`config.mk`:
```
export PLATFORM = sky130hd
export DESIGN_NAME = fetch_stage
export DESIGN_NICKNAME = d
export VERILOG_FILES = /design/src/rtl/fetch_stage.sv
export SDC_FILE = /design/constraint.sdc
export NUM_CORES = 1
export LEC_CHECK = 0
export ABC_CLOCK_PERIOD_IN_PS = 4200
export BUFFER_PORTS_ARGS = -buffer_cell sky130_fd_sc_hd__buf_4
export CAP_MARGIN = 20
export CELL_PAD_IN_SITES_DETAIL_PLACEMENT = 0
export CELL_PAD_IN_SITES_GLOBAL_PLACEMENT = 2
export CORE_MARGIN = 3
export CORE_UTILIZATION = 35
export CTS_BUF_LIST = sky130_fd_sc_hd__clkbuf_16
export CTS_CLUSTER_SIZE = 28
export DETAILED_ROUTE_END_ITERATION = 7
export PLACE_DENSITY = 0.95
export SLEW_MARGIN = 0
export SYNTH_ARGS = -nofsm -noshare
export SYNTH_HDL_FRONTEND = slang
export SYNTH_SLANG_ARGS = --single-unit
export TNS_END_PERCENT = 10
```
`constraint.sdc`:
```
create_clock -name clk -period 4.2 [get_ports clk]
set_clock_uncertainty 0.15 [all_clocks]
set_input_delay 0.42 -clock clk [delete_from_list [all_inputs] [get_ports clk]]
set_output_delay 0.42 -clock clk [all_outputs]
set_load 0.02 [all_outputs]
```
`src/rtl/fetch_stage.sv`:
```
// Instruction-fetch stage with IF/ID register: owns the PC, runs a req/ack
// handshake to instruction memory, and handles decode freeze and branch redirect.
module fetch_stage #(
    parameter int unsigned             WORD_LEN = 16,
    parameter logic [WORD_LEN-1:0]     PC_RESET = '0,
    parameter logic [WORD_LEN-1:0]     NOP_WORD = '0
) (
    input  logic                clk,
    input  logic                rst,
    input  logic                freeze,
    input  logic                br_taken,
    input  logic [WORD_LEN-1:0] br_offset,
    output logic                imem_req,
    output logic [WORD_LEN-1:0] imem_addr,
    input  logic                imem_ack,
    input  logic [WORD_LEN-1:0] imem_rdata,
    output logic [WORD_LEN-1:0] instruction,
    output logic [WORD_LEN-1:0] pc_out,
    output logic                valid_out
);

    typedef enum logic [1:0] {
        FETCH    = 2'd0,
        HOLD     = 2'd1,
        REDIRECT = 2'd2
    } state_t;

    state_t              state_q, state_d;
    logic [WORD_LEN-1:0] pc_q, pc_d;
    logic [WORD_LEN-1:0] instr_q, instr_d;
    logic [WORD_LEN-1:0] pc_out_q, pc_out_d;
    logic                valid_q, valid_d;
    logic [WORD_LEN-1:0] skid_instr_q, skid_instr_d;
    logic [WORD_LEN-1:0] skid_pc_q, skid_pc_d;
    logic [WORD_LEN-1:0] redir_q, redir_d;
    logic [WORD_LEN-1:0] br_target;

    // The branch belongs to the instruction in IF/ID, so the target is relative to pc_out.
    assign br_target = pc_out_q + WORD_LEN'(1) + br_offset;

    // In REDIRECT the stale request is still outstanding, and pc_q still holds its address.
    assign imem_req  = !rst && (state_q != HOLD);
    assign imem_addr = pc_q;

    assign instruction = instr_q;
    assign pc_out      = pc_out_q;
    assign valid_out   = valid_q;

    always_comb begin
        state_d      = state_q;
        pc_d         = pc_q;
        instr_d      = instr_q;
        pc_out_d     = pc_out_q;
        valid_d      = valid_q;
        skid_instr_d = skid_instr_q;
        skid_pc_d    = skid_pc_q;
        redir_d      = redir_q;

        unique case (state_q)
            FETCH: begin
                if (freeze) begin
                    if (imem_ack) begin
                        skid_instr_d = imem_rdata;
                        skid_pc_d    = pc_q;
                        pc_d         = pc_q + WORD_LEN'(1);
                        state_d      = HOLD;
                    end
                end else if (br_taken) begin
                    instr_d = NOP_WORD;
                    valid_d = 1'b0;
                    if (imem_ack) begin
                        pc_d = br_target;
                    end else begin
                        redir_d = br_target;
                        state_d = REDIRECT;
                    end
                end else if (imem_ack) begin
                    instr_d  = imem_rdata;
                    pc_out_d = pc_q;
                    valid_d  = 1'b1;
                    pc_d     = pc_q + WORD_LEN'(1);
                end else begin
                    instr_d = NOP_WORD;
                    valid_d = 1'b0;
                end
            end
            HOLD: begin
                if (!freeze) begin
                    state_d = FETCH;
                    if (br_taken) begin
                        instr_d = NOP_WORD;
                        valid_d = 1'b0;
                        pc_d    = br_target;
                    end else begin
                        instr_d  = skid_instr_q;
                        pc_out_d = skid_pc_q;
                        valid_d  = 1'b1;
                    end
                end
            end
            REDIRECT: begin
                instr_d = NOP_WORD;
                valid_d = 1'b0;
                if (imem_ack) begin
                    pc_d    = redir_q;
                    state_d = FETCH;
                end
            end
            default: state_d = FETCH;
        endcase
    end

    always_ff @(posedge clk) begin
        if (rst) begin
            state_q      <= FETCH;
            pc_q         <= PC_RESET;
            instr_q      <= NOP_WORD;
            pc_out_q     <= '0;
            valid_q      <= 1'b0;
            skid_instr_q <= '0;
            skid_pc_q    <= '0;
            redir_q      <= '0;
        end else begin
            state_q      <= state_d;
            pc_q         <= pc_d;
            instr_q      <= instr_d;
            pc_out_q     <= pc_out_d;
            valid_q      <= valid_d;
            skid_instr_q <= skid_instr_d;
            skid_pc_q    <= skid_pc_d;
            redir_q      <= redir_d;
        end
    end

endmodule

```
Word level (Yosys, flattened, before mapping)
Cells that the tools add are included.

operators by class
  reductions and logical operators = 11
  bitwise operators = 2
  equal/unequal tests = 14
  add/sub/neg operators = 3
  mux-type cells = 33

operator list
  cell                                                                     number
  16-bit two-way mux                                                       17
  16-bit one-hot mux with 3 select lines                                   2
  16-bit by 1-bit adder with 16-bit output, second input constant          2
  16-bit one-hot mux with 2 select lines                                   1
  16-bit adder                                                             1
  2-bit inequality test, second input constant                             7
  2-bit two-way mux                                                        6
  5-bit AND reduction                                                      2
  3-bit inequality test, second input constant                             3
  2-bit one-hot mux with 3 select lines                                    1
  3-bit AND reduction                                                      2
  6-bit AND reduction                                                      1
  1-bit two-way mux                                                        5
  4-bit inequality test, second input constant                             1
  4-bit AND reduction                                                      1
  1-bit one-hot mux with 3 select lines                                    1
  3-bit nonzero test                                                       1
  2-bit by 1-bit == test with 1-bit output, second input constant          1
  2-bit == test, second input constant                                     1
  2-bit zero test                                                          1
  2-bit by 1-bit inequality test with 1-bit output, second input constant  1
  1-bit NOT                                                                2
  2-bit nonzero test                                                       1
  1-bit logical AND                                                        1
  1-bit zero test                                                          1

storage, ports and cells
  bits in registers = 99
  output and inout port bits = 50

Depth between registers and ports, before layout
  depth after elaboration = 6
  mapped depth = 11
  mapped depth without buffers = 11

Worst setup path after synthesis
Ideal clock, no wire load.

  kind = reg2reg
  start point = register pc_out_q[4] (netlist: pc_out[4])
  end point = register pc_q[10] (netlist: imem_addr[10])
  library setup time = 58 ps
  required time = 3992 ps
  path slack = 1732 ps
  cell stages (with the launch flop) = 9
  buffers on the path = 0
  arrival time = 2260 ps
  cells stage by stage = dfxtp_1 > ha_1 > a2111o_1 > o21bai_1 > a31oi_1 > xnor2_1 > a311oi_1 > a2111oi_0 > a21o_1

on the way
  cells in the longest elaborated chain, start to end = 6

RTL lines
  item                                          RTL line  source
  start: declaration                            31        logic [WORD_LEN-1:0] pc_out_q, pc_out_d;
  start signal: assignment                      127       pc_out_q <= pc_out_d;
  16-bit by 1-bit adder with 16-bit output (*)  39        assign br_target = pc_out_q + WORD_LEN'(1) + br_offset;
  16-bit adder (*)                              39
  16-bit two-way mux                            71        if (imem_ack) begin
  16-bit two-way mux                            68        end else if (br_taken) begin
  16-bit two-way mux                            61        if (freeze) begin
  16-bit one-hot mux with 3 select lines (*)    59        unique case (state_q)
  end signal: assignment                        125       pc_q <= pc_d;
  end: declaration                              29        logic [WORD_LEN-1:0] pc_q, pc_d;

Mark *: on every way between the ends. The rest lies on a longest branch, timed or not. The select of a mux whose other input is x is not followed.
A chain may end at the register's enable or synchronous reset.

Worst setup path after layout
  start point = register state_q[0]
  end point = register pc_q[15] (netlist: imem_addr[15])

on the way
  cells in the longest elaborated chain, start to end = 3

RTL lines
  item                                                                    RTL line  source
  start: declaration                                                      28        state_t state_q, state_d;
  start signal: assignment                                                124       state_q <= state_d;
  2-bit by 1-bit == test with 1-bit output, or another cell as far along  59
  2-bit inequality test (no source line), or another cell as far along    --
  5-bit AND reduction (no source line)                                    --

Several ways; a longest one is shown, not always the timed one.

==> impl_metrics.py <==
metrics = {
    "outcome": {
        "outcome": "completed",
    },
    "cts": {
        "cts_hold_buf": 0,
        "ctsHtreeMaxLevel": 3,
        "cts_resized": 0,
        "cts_buffer_depth": 2,
        "cts_buffers": 9,
        "cts_setup_buffers": 0,
        "clk_pin_slew_worst_paths_ns": 0.07,
        "cts_tree": "built",
        "clkSinkCount": 99,
        "root_buffer": "clkbuf_16",
        "clock_latency_ns": 0.35,
    },
    "global_route": {
        "grt_pass1_wl_um": 24400,
        "grt_pass1_vias": 4668,
        "grt_start_max_net_pins": 50,
        "overflow": 0,
        "track_usage": 0.184,
        "antenna_found_initial": 0,
    },
    "power_and_ir_drop": {
        "pwr-share-comb": 0.277,
        "peakVddDrop_mv": 0.263,
        "p_sw_frac": 0.342,
        "clock_power_share": 0.291,
        "p_int_mw": 1.70,
        "power_density_nw_per_um2": 408,
        "total_power_mw": 2.59,
        "pwr-share-seq": 0.432,
        "power.leakage_nw": 2.48,
        "p_sw_mw": 0.887,
    },
    "synth": {
        "yosysWarnings": 0,
        "ys_seq_area_frac": 0.372,
        "async_reset_ff_frac": 0,
        "synth_top_flop_cell": "dfxtp_1",
        "synthesis.nets": 733,
        "synth_edf_count": 0,
        "synth.area.top_cells": "dfxtp_1 37%, nand2_1 8.6%, a21oi_1 7.2%",
        "syn_area_per_cell_um2": 7.90,
        "postSynthRegisterBits": 99,
        "yosysTopAreaCellShare": 0.372,
        "synth_top_cell_by_area": "dfxtp_1",
        "postSynthCellCount": 674,
        "ys_types": 64,
        "syn_area_um2": 5330,
    },
    "die": {
        "die-area_um2": 16700,
        "die_x_um": 129,
        "die_y_um": 129,
        "design.core.area_um2": 14700,
        "rows": 44,
        "pin_count": 87,
        "initial_utilization": 0.362,
    },
    "setup_path": {
        "r2r_start": "state_q[0]",
        "reg2reg_depth": 9,
        "crit_required_ns": 4.24,
        "crit_path_end_kind": "register",
        "r2r-end": "imem_addr[15]",
        "crit_type": "register to register",
        "crit_start": "state_q[0]",
        "cp.arrival_ns": 3.40,
        "start_kind": "register",
        "cp_max_fo": 18,
        "r2r_setup_slack_ns": 0.84,
    },
    "sta": {
        "hold_viol_final": 0,
        "rsz0062_at_grt": "false",
        "tightest_slew_ns": 0.717,
        "setup_tns_ns": 0,
        "max_freq_ghz": 0.298,
        "setup_viol": 0,
        "min_period_over_period": 0.799,
        "relSlewSlack": 0.520,
        "fin_crit_ns": 3.36,
        "drv_slew": 0,
    },
    "layout": {
        "diodes": 0,
        "drive_above_1_share": 0.168,
        "layout_commonest_cell": "nand2_1",
        "syn2layout_area_growth_pct": 19.4,
        "final_cell_mix": "122 x nand2_1, 99 x dfxtp_1, 98 x buf_4, 77 x a21oi_1, 63 x nor2_1",
        "final_cells": 922,
        "design_area_um2": 6360,
        "fin_nets": 793,
        "final_util": 0.433,
    },
    "routing": {
        "first_pass_iters": 5,
        "wl_per_cell_um": 16.8,
        "drcViolationCount": 0,
        "vias": 4997,
        "postRouteAntennaNets": 0,
        "drt_wl_total_um": 15500,
        "drtIter0Drc": 256,
        "vias_per_cell": 5.42,
    },
    "place": {
        "io_buffers": 86,
        "post-dp-hpwl_um": 10800,
        "dp.cells": 907,
        "place_congestion": 0.837,
        "placed_area_um2": 6100,
    },
    "worst_hold_path": {
        "hold_path.class": "input port to register",
        "hold-path-endpoint": "skid_instr_q[5]",
        "hold_path.startpoint": "imem_rdata[5]",
        "min_path_cells": 3,
    },
    "job": {
        "drv_cap": 0,
    },
}
## cells by family after synthesis
logic type,count (synthesis),share of synthesized area
fa+ha+maj,22,0.0531
mux,20,0.0381
buf+inv,61,0.0472
compound gates,208,0.254
xor+xnor,24,0.0395
simple gates,240,0.196
flops,99,0.372
## synthesized netlist by cell type, types with 3 or more instances
cell and count:
inv_1 12, a22oi_1 20, nor3b_1 3, nand2b_1 5, xnor2_1 12, buf_1 4
a21oi_1 77, nand2_1 122, a21o_1 5, buf_2 9, clkbuf_1 34, nor3_1 7
o211ai_1 4, dfxtp_1 99, nand3_1 7, a31oi_1 6, nor2b_1 4, xor2_1 12
and2_1 7, o21ai_0 22, mux2i_1 18, ha_1 21, nand4_1 7, and3_1 4
nor2_1 63, a211oi_1 41
## per-stage QoR
| stage | hold WS (ns) | setup slack, ns |
|---|---|---|
| 6_report | 0.177 | 0.842 |
| 5_1_grt | 0.174 | 0.643 |
| 4_1_cts | 0.167 | 0.882 |
| 3_5_place_dp | 0.297 | 0.884 |
| 3_3_place_gp | 0.291 | 1.06 |
| 2_1_floorplan | 0.284 | 1.73 |
## final cells by class
class | count | area, µm²
clock inverter | 6 | 33.8
fill | 1490 | 8340
timing repair buffer | 98 | 736
multi-input combinational | 514 | 3110
tap | 184 | 230
clock buffer | 9 | 225
sequential | 99 | 1980
inverter | 12 | 45.0
## worst max-delay path, cell delays in order (launching register included)
cell and delay, ns:
dfxtp_1 0.41, inv_1 0.10, ha_1 0.28, nand2b_1 0.16, nand3b_1 0.56, and2_1 0.69
o21ai_2 0.14, a2111o_1 0.44, a32oi_1 0.20, a2111oi_1 0.07
## per-layer routing
layer / part of all wire / GRT usage / vias to the layer above
met5: 0 / 0 / -
met2: 0.48 / 0.306 / 135
met4: 0.018 / 0.0544 / 0
li1: - / - / 2517
met3: 0.050 / 0.0371 / 20
met1: 0.45 / 0.241 / 2325
## worst max-delay path by stage
stage / to / slack, ns / cells after the start
5_1_grt: imem_addr[15] / 0.64 / 9
3_3_place_gp: imem_addr[15] / 1.06 / 9
3_5_place_dp: imem_addr[15] / 0.88 / 9
6_report: imem_addr[15] / 0.84 / 9
2_1_floorplan: imem_addr[10] / 1.73 / 8
4_1_cts: imem_addr[15] / 0.88 / 9
## power groups by stage
| stage | registers [mW] | clock network [mW] | logic (mW) |
|---|---|---|---|
| floorplan | 1.17 | 0 | 0.434 |
| global placement | 1.14 | 0 | 0.710 |
| detailed placement | 1.14 | 0 | 0.718 |
| CTS | 1.12 | 0.781 | 0.720 |
| global route | 1.13 | 0.820 | 0.791 |
| finish | 1.12 | 0.754 | 0.718 |
## registers in the layout (all words and copies together), names as in the netlist
name and cells:
redir_q 16, skid_pc_q 16, instruction 16, pc_out 16, skid_instr_q 16, valid_out 1
state_q 2, imem_addr 16
Power figures use the tool's default switching activity.
